==> config.mk <==
export PLATFORM = sky130hd
export DESIGN_NAME = traffic_light_fsm
export DESIGN_NICKNAME = d
export VERILOG_FILES = /design/src/rtl/traffic_light_fsm.sv
export SDC_FILE = /design/constraint.sdc
export NUM_CORES = 1
export LEC_CHECK = 0
export CORE_AREA = 2 2 39 41
export DETAILED_ROUTE_END_ITERATION = 8
export DIE_AREA = 0 0 41 43
export PLACE_DENSITY = 0.66
export SYNTH_ARGS = -nofsm -noshare
export SYNTH_HDL_FRONTEND = slang
export SYNTH_SLANG_ARGS = --single-unit
==> constraint.sdc <==
create_clock -name second_clk -period 1.4 [get_ports second_clk]
set_clock_uncertainty 0.05 [all_clocks]
set_input_delay 0.14 -clock second_clk [delete_from_list [all_inputs] [get_ports second_clk]]
set_output_delay 0.14 -clock second_clk [all_outputs]
set_load 0.02 [all_outputs]
==> src/rtl/traffic_light_fsm.sv <==
// Three-phase traffic light controller (RED -> GREEN -> AMBER) timed by an external
// phase counter, with a synchronised pedestrian request that shortens GREEN and earns a walk phase.
module traffic_light_fsm #(
  parameter int unsigned RED_LEN       = 10,
  parameter int unsigned GREEN_LEN     = 8,
  parameter int unsigned AMBER_LEN     = 4,
  parameter int unsigned PED_GREEN_MIN = 3
) (
  input  logic       second_clk,
  input  logic       reset,
  input  logic       pedestrian,
  input  logic [3:0] counter_reg,
  output logic [1:0] currColour,
  output logic       counter_clear,
  output logic       ped_pending,
  output logic       ped_walk
);

  localparam int unsigned CNT_W = 4;
  localparam logic [CNT_W-1:0] RED_TERM   = CNT_W'(RED_LEN - 1);
  localparam logic [CNT_W-1:0] GREEN_TERM = CNT_W'(GREEN_LEN - 1);
  localparam logic [CNT_W-1:0] AMBER_TERM = CNT_W'(AMBER_LEN - 1);
  localparam logic [CNT_W-1:0] PED_TERM   = CNT_W'(PED_GREEN_MIN - 1);

  // State encoding doubles as the colour code, so currColour is the state register itself.
  typedef enum logic [1:0] {
    ST_RED   = 2'b00,
    ST_AMBER = 2'b01,
    ST_GREEN = 2'b11
  } state_e;

  state_e state_q, state_d;
  logic   clear_q, clear_d;
  logic   pend_q, pend_d;
  logic   walk_q, walk_d;
  logic   sync1_q, sync2_q, prev_q;
  logic   ped_edge_c;
  logic   cnt_valid_c;

  assign ped_edge_c  = sync2_q & ~prev_q;
  // A stale count from the previous phase is visible during the clear cycle; ignore it.
  assign cnt_valid_c = ~clear_q;

  always_comb begin
    state_d = state_q;
    clear_d = 1'b0;
    pend_d  = pend_q;
    walk_d  = walk_q;

    if (ped_edge_c && !(state_q == ST_RED && walk_q)) begin
      pend_d = 1'b1;
    end

    // Comparisons use >= so an overrunning counter still ends the phase.
    case (state_q)
      ST_RED: begin
        if (cnt_valid_c && counter_reg >= RED_TERM) begin
          state_d = ST_GREEN;
          clear_d = 1'b1;
          walk_d  = 1'b0;
        end
      end
      ST_GREEN: begin
        if (cnt_valid_c && (counter_reg >= GREEN_TERM || (pend_q && counter_reg >= PED_TERM))) begin
          state_d = ST_AMBER;
          clear_d = 1'b1;
        end
      end
      ST_AMBER: begin
        if (cnt_valid_c && counter_reg >= AMBER_TERM) begin
          state_d = ST_RED;
          clear_d = 1'b1;
          walk_d  = pend_q | ped_edge_c;
          pend_d  = 1'b0;
        end
      end
      default: begin
        state_d = ST_RED;
        clear_d = 1'b1;
        walk_d  = 1'b0;
      end
    endcase
  end

  always_ff @(posedge second_clk or negedge reset) begin
    if (!reset) begin
      state_q <= ST_RED;
      clear_q <= 1'b1;
      pend_q  <= 1'b0;
      walk_q  <= 1'b0;
      sync1_q <= 1'b0;
      sync2_q <= 1'b0;
      prev_q  <= 1'b0;
    end else begin
      state_q <= state_d;
      clear_q <= clear_d;
      pend_q  <= pend_d;
      walk_q  <= walk_d;
      sync1_q <= pedestrian;
      sync2_q <= sync1_q;
      prev_q  <= sync2_q;
    end
  end

  assign currColour    = state_q;
  assign counter_clear = clear_q;
  assign ped_pending   = pend_q;
  assign ped_walk      = walk_q;

endmodule

* After elaboration in Yosys (flattened, before gate mapping)
Index checks and enable logic that the tools add are counted.
** Storage, ports and cells
- Register bits :: 8
- Bits of input ports :: 7
- Output and inout port bits :: 5
- Logic and storage cells :: 46
** Cells by class
- Magnitude comparators :: 4
- Equal/unequal tests :: 5
- Mux-type cells :: 14
- Bitwise logic cells :: 5
- Reductions and logical operators :: 11
** Operator list (count)
- >= comparator 4 x 2 -> 1 bit (second input constant) :: 2
- two-way mux 1 bit :: 8
- logical AND 1 bit :: 6
- two-way mux 2 bit :: 3
- case mux 1 bit (3 select lines) :: 2
- case mux 2 bit (3 select lines) :: 1
- AND reduction 3 bit :: 2
- >= comparator 4 x 3 -> 1 bit (second input constant) :: 1
- >= comparator 4 bit (second input constant) :: 1
- inequality test 2 bit (second input constant) :: 2
- NOT 1 bit :: 3
- == test 2 x 1 -> 1 bit (second input constant) :: 1
- == test 2 bit (second input constant) :: 1
- logical NOT 2 bit :: 1
- inequality test 2 x 1 -> 1 bit (second input constant) :: 1
- AND 1 bit :: 1
- logical NOT 1 bit :: 1
- logical OR 1 bit :: 1
- bitwise OR 1 bit :: 1

* Longest topological paths before layout
- Depth after elaboration :: 7
- Mapped depth :: 5
- Gate-level depth less buffers :: 5

* Worst setup path before layout
Ideal clock, no wire load.
- Kind :: reg-to-reg
- Start :: reg state_q[0], in the netlist currColour[0]
- End :: reg clear_q, in the netlist counter_clear
- Setup time :: 81 ps
- Arrival time :: 1224 ps
- Data required time :: 1269 ps
- Slack :: 45 ps
- Cell stages (with the launch flop) :: 6
- Path buffers :: 0
- Clock period less this slack :: 1355 ps
- Cell sequence :: dfrtp_1 > inv_1 > ha_1 > nor3b_1 > a211oi_1 > nand2_1
** Between the ends
- Word-level cells in the longest chain between the ends :: 2
- Elaborated cells between the ends (all ways) :: 4
- Classes of those cells :: eq/ne (2); mux (1); reduce/logical (1)
** RTL lines
- start, declared :: line 32 : state_e state_q, state_d;
- start signal, assigned :: line 95 : state_q <= state_d;
- == test 2 x 1 -> 1 bit (tied with other cells) :: line 55 : case (state_q)
- case mux 1 bit (3 select lines) * :: line 55
- named net clear_d :: line 33 : logic clear_q, clear_d;
- end signal, assigned :: line 96 : clear_q <= clear_d;
- end, declared :: line 33
The timed path passes the listed nets; every way through them passes the cells marked *.
A chain may end at the register's enable or synchronous reset.

* Worst setup path after layout
- Start :: reg clear_q, in the netlist counter_clear
- End :: out counter_clear
** RTL lines
- end, declared :: line 14 : output logic counter_clear,
No word-level cell between the ends.

==> metrics.md <==
| Metric | Value |
|---|---|
| Cells after DPL | `68` |
| Slowest cell on crit path | `dfstp_2` |
| Initial drt markers | `0` |
| Core Box Area | `1380 um2` |
| Nets | `69` |
| Max_slew headroom | `75.9%` |
| H-tree levels | `1` |
| Final routed DRC violation total | `0` |
| I/O Buffers | `11` |
| Overflow after GRT | `0` |
| Max cap viols | `0` |
| Leakage | `0.000290 uW` |
| Final hold violation count | `0` |
| CTS root buffer | `clkbuf_4` |
| Avg Synthesized Cell Area | `11.1 um2` |
| CTS tree | `done` |
| Levels on crit path | `1` |
| Crit path required time | `1.21 ns` |
| Synth Net Count | `51` |
| Register Area | `201 um2` |
| Cts hold-fix bufs | `0` |
| Total Wirelength | `844 um` |
| Fillers | `133` |
| Max Slew Vio Count | `0` |
| Worst r2r path cells | `5` |
| Setup TNS | `0 ns` |
| Hold crit path type | `input pin to async pin` |
| Post-route cell area | `616 um2` |
| Status | `finished clean` |
| Critical Setup Path Class | `flip-flop to primary output` |
| Synth warn | `0` |
| DR pass1 iterations | `1` |
| Multi-input logic area | `234 um2` |
| Antenna violations before repair | `0` |
| Crit path time final | `1.33 ns` |
| Largest net degree at the start of global routing | `9` |
| Initial Util | `32.2%` |
| Commonest non-fill, non-tap cells in the layout | `dfrtp_1 (7), clkdlybuf4s50_1 (6), dlygate4sd2_1 (5)` |
| Die X | `41 um` |
| Tot GR Track Use | `12.1%` |
| Seq/Total Area, Yosys | `45.2%` |
| RSZ-0062 raised after global routing | `no` |
| Die Ht | `43 um` |
| Sequence of cells on the critical path | `dlygate4sd2_1` |
| Worst-margin pin slew | `0.360 ns` |
| Routed len/inst | `11.6 um` |
| Netlist cell types | `21` |
| Worst skew pair latency | `0.26 ns` |
| RePlAce Congestion | `0.662` |
| Pwr/cell area | `2110 nW/um2` |
| Post-Layout Cell Count | `73` |
| CP Buf/Inv Count | `1` |
| # setup viols final | `0` |
| Max incr delay on CP | `0.55 ns` |
| F_max | `750 MHz` |
| TritonCTS buffer count | `3` |
| Worst-path maximum fanout | `4` |
| # rows | `14` |
| First-pass GRT wire length | `1260 um` |
| Peak VDD IR | `0.00107 V` |
| Antenna-violating nets left | `0` |
| Post-Synthesis Cell Area | `445 um2` |
| Area grow syn2layout | `38.2%` |
| Synth Instances | `40` |
| Fin crit share | `95.2%` |
| CTS Buffer Depth | `2` |
| Layout cell share with drive strength beyond 1 | `24.6%` |
| Clock tree sinks | `8` |
| Routed via count | `346` |
| CP arrival | `1.14 ns` |
| Placed cell area | `583 um2` |
| Mean number of vias per cell | `4.74` |
| DIE AREA | `1760 um2` |
| N_diodes | `0` |
| CP startpoint kind | `flip-flop` |
| Flops & latches, synth | `8` |
| CP Capture Type | `primary output` |
| Vias in the first global route | `316` |
| Worst-path clk slew | `0.06 ns` |
| IO Count | `12` |
| Most common cell after layout, fill and taps aside | `dfrtp_1` |
| DP Wirelength | `610 um` |
| Crit path max-delay family | `flip-flops` |
through the flow:
stage / power (uW) / util (%) / hold WS (ns) / setup slack [ns]
floorplan: 877 / - / -0.206 / 0.0452
global placement: 1150 / 42.1 / 0.288 / -0.0972
detailed placement: 1140 / 42.1 / 0.293 / -0.0983
CTS: 1300 / 43.6 / 0.0936 / 0.0426
global route: 1410 / 44.5 / 0.106 / 0.0104
finish: 1300 / 44.5 / 0.106 / 0.0672
cell usage after synthesis (all sizes together):
cell,count,area (um2)
dfrtp,7,175
a21o,1,7.51
nor3b,1,7.51
ha,4,50.1
o21ai,3,22.5
dfstp,1,26.3
a21oi,4,20.0
nand2,3,11.3
o211ai,1,12.5
nand2b,2,20.0
inv,4,15.0
nor3,1,10.0
nand3,1,5.00
nor2b,1,6.26
nor2,1,3.75
mux2i,2,20.0
o22ai,1,12.5
a211oi,2,20.0
layer usage:
| metal | track usage [%] | vias to the layer above | wire, um |
|---|---|---|---|
| met1 | 11.9 | 156 | 380 |
| li1 | - | 173 | - |
| met3 | 9.95 | 2 | 81 |
| met5 | 0 | - | 0 |
| met2 | 15.6 | 15 | 367 |
| met4 | 10.0 | 0 | 15 |
report_power, final:
part	internal [uW]	switching, uW	total, uW
Combinational	338	370	707
Sequential	322	77.3	400
Clock	109	84.5	194
cell type report:
cell class | instances | area share (%)
multi-input combinational | 28 | 38.0
clock buffer | 4 | 4.27
timing repair buffer | 13 | 19.3
inverter | 4 | 2.44
tap | 16 | 3.25
sequential | 8 | 32.7
worst register-to-register path, stage by stage (launching register included):
cell	delay [ns]
dfrtp_1	0.39
inv_1	0.09
ha_1	0.25
nor3b_2	0.18
a211oi_1	0.21
nand2_1	0.08
logic make-up after synthesis:
kind of cell / Yosys count / synth area share (%)
AO/OA/AOI/OAI: 12 / 21.3
adder cells (fa/ha/maj): 4 / 11.2
buffers and inverters: 4 / 3.37
flip-flops: 8 / 45.2
multiplexers: 2 / 4.49
AND/OR/NAND/NOR: 10 / 14.3
repair_timing:
action	4_1_cts	5_1_grt
gates resized for setup	5	1
pin swaps	0	0
gates cloned	0	0
setup buffers	0	1
hold endpoints to repair	0	0
setup endpoints to repair	5	2
registers in the layout, indices dropped and copies added, names as in the netlist:
| name | cells |
|---|---|
| ped_walk | 1 |
| ped_pending | 1 |
| counter_clear | 1 |
| currColour | 2 |
| sync2_q | 1 |
| prev_q | 1 |
| sync1_q | 1 |
final timing paths:
check,from,endpoint,slack (ns)
worst max-delay path,counter_clear,counter_clear,0.07
worst min-delay path,reset,prev_q,0.11
worst max register to register,currColour[0],counter_clear,0.08
worst min register to register,sync1_q,sync2_q,0.30
max in group asynchronous,reset,counter_clear,0.89
min in group second_clk,pedestrian,sync1_q,0.27
Power figures use the tool's default switching activity.
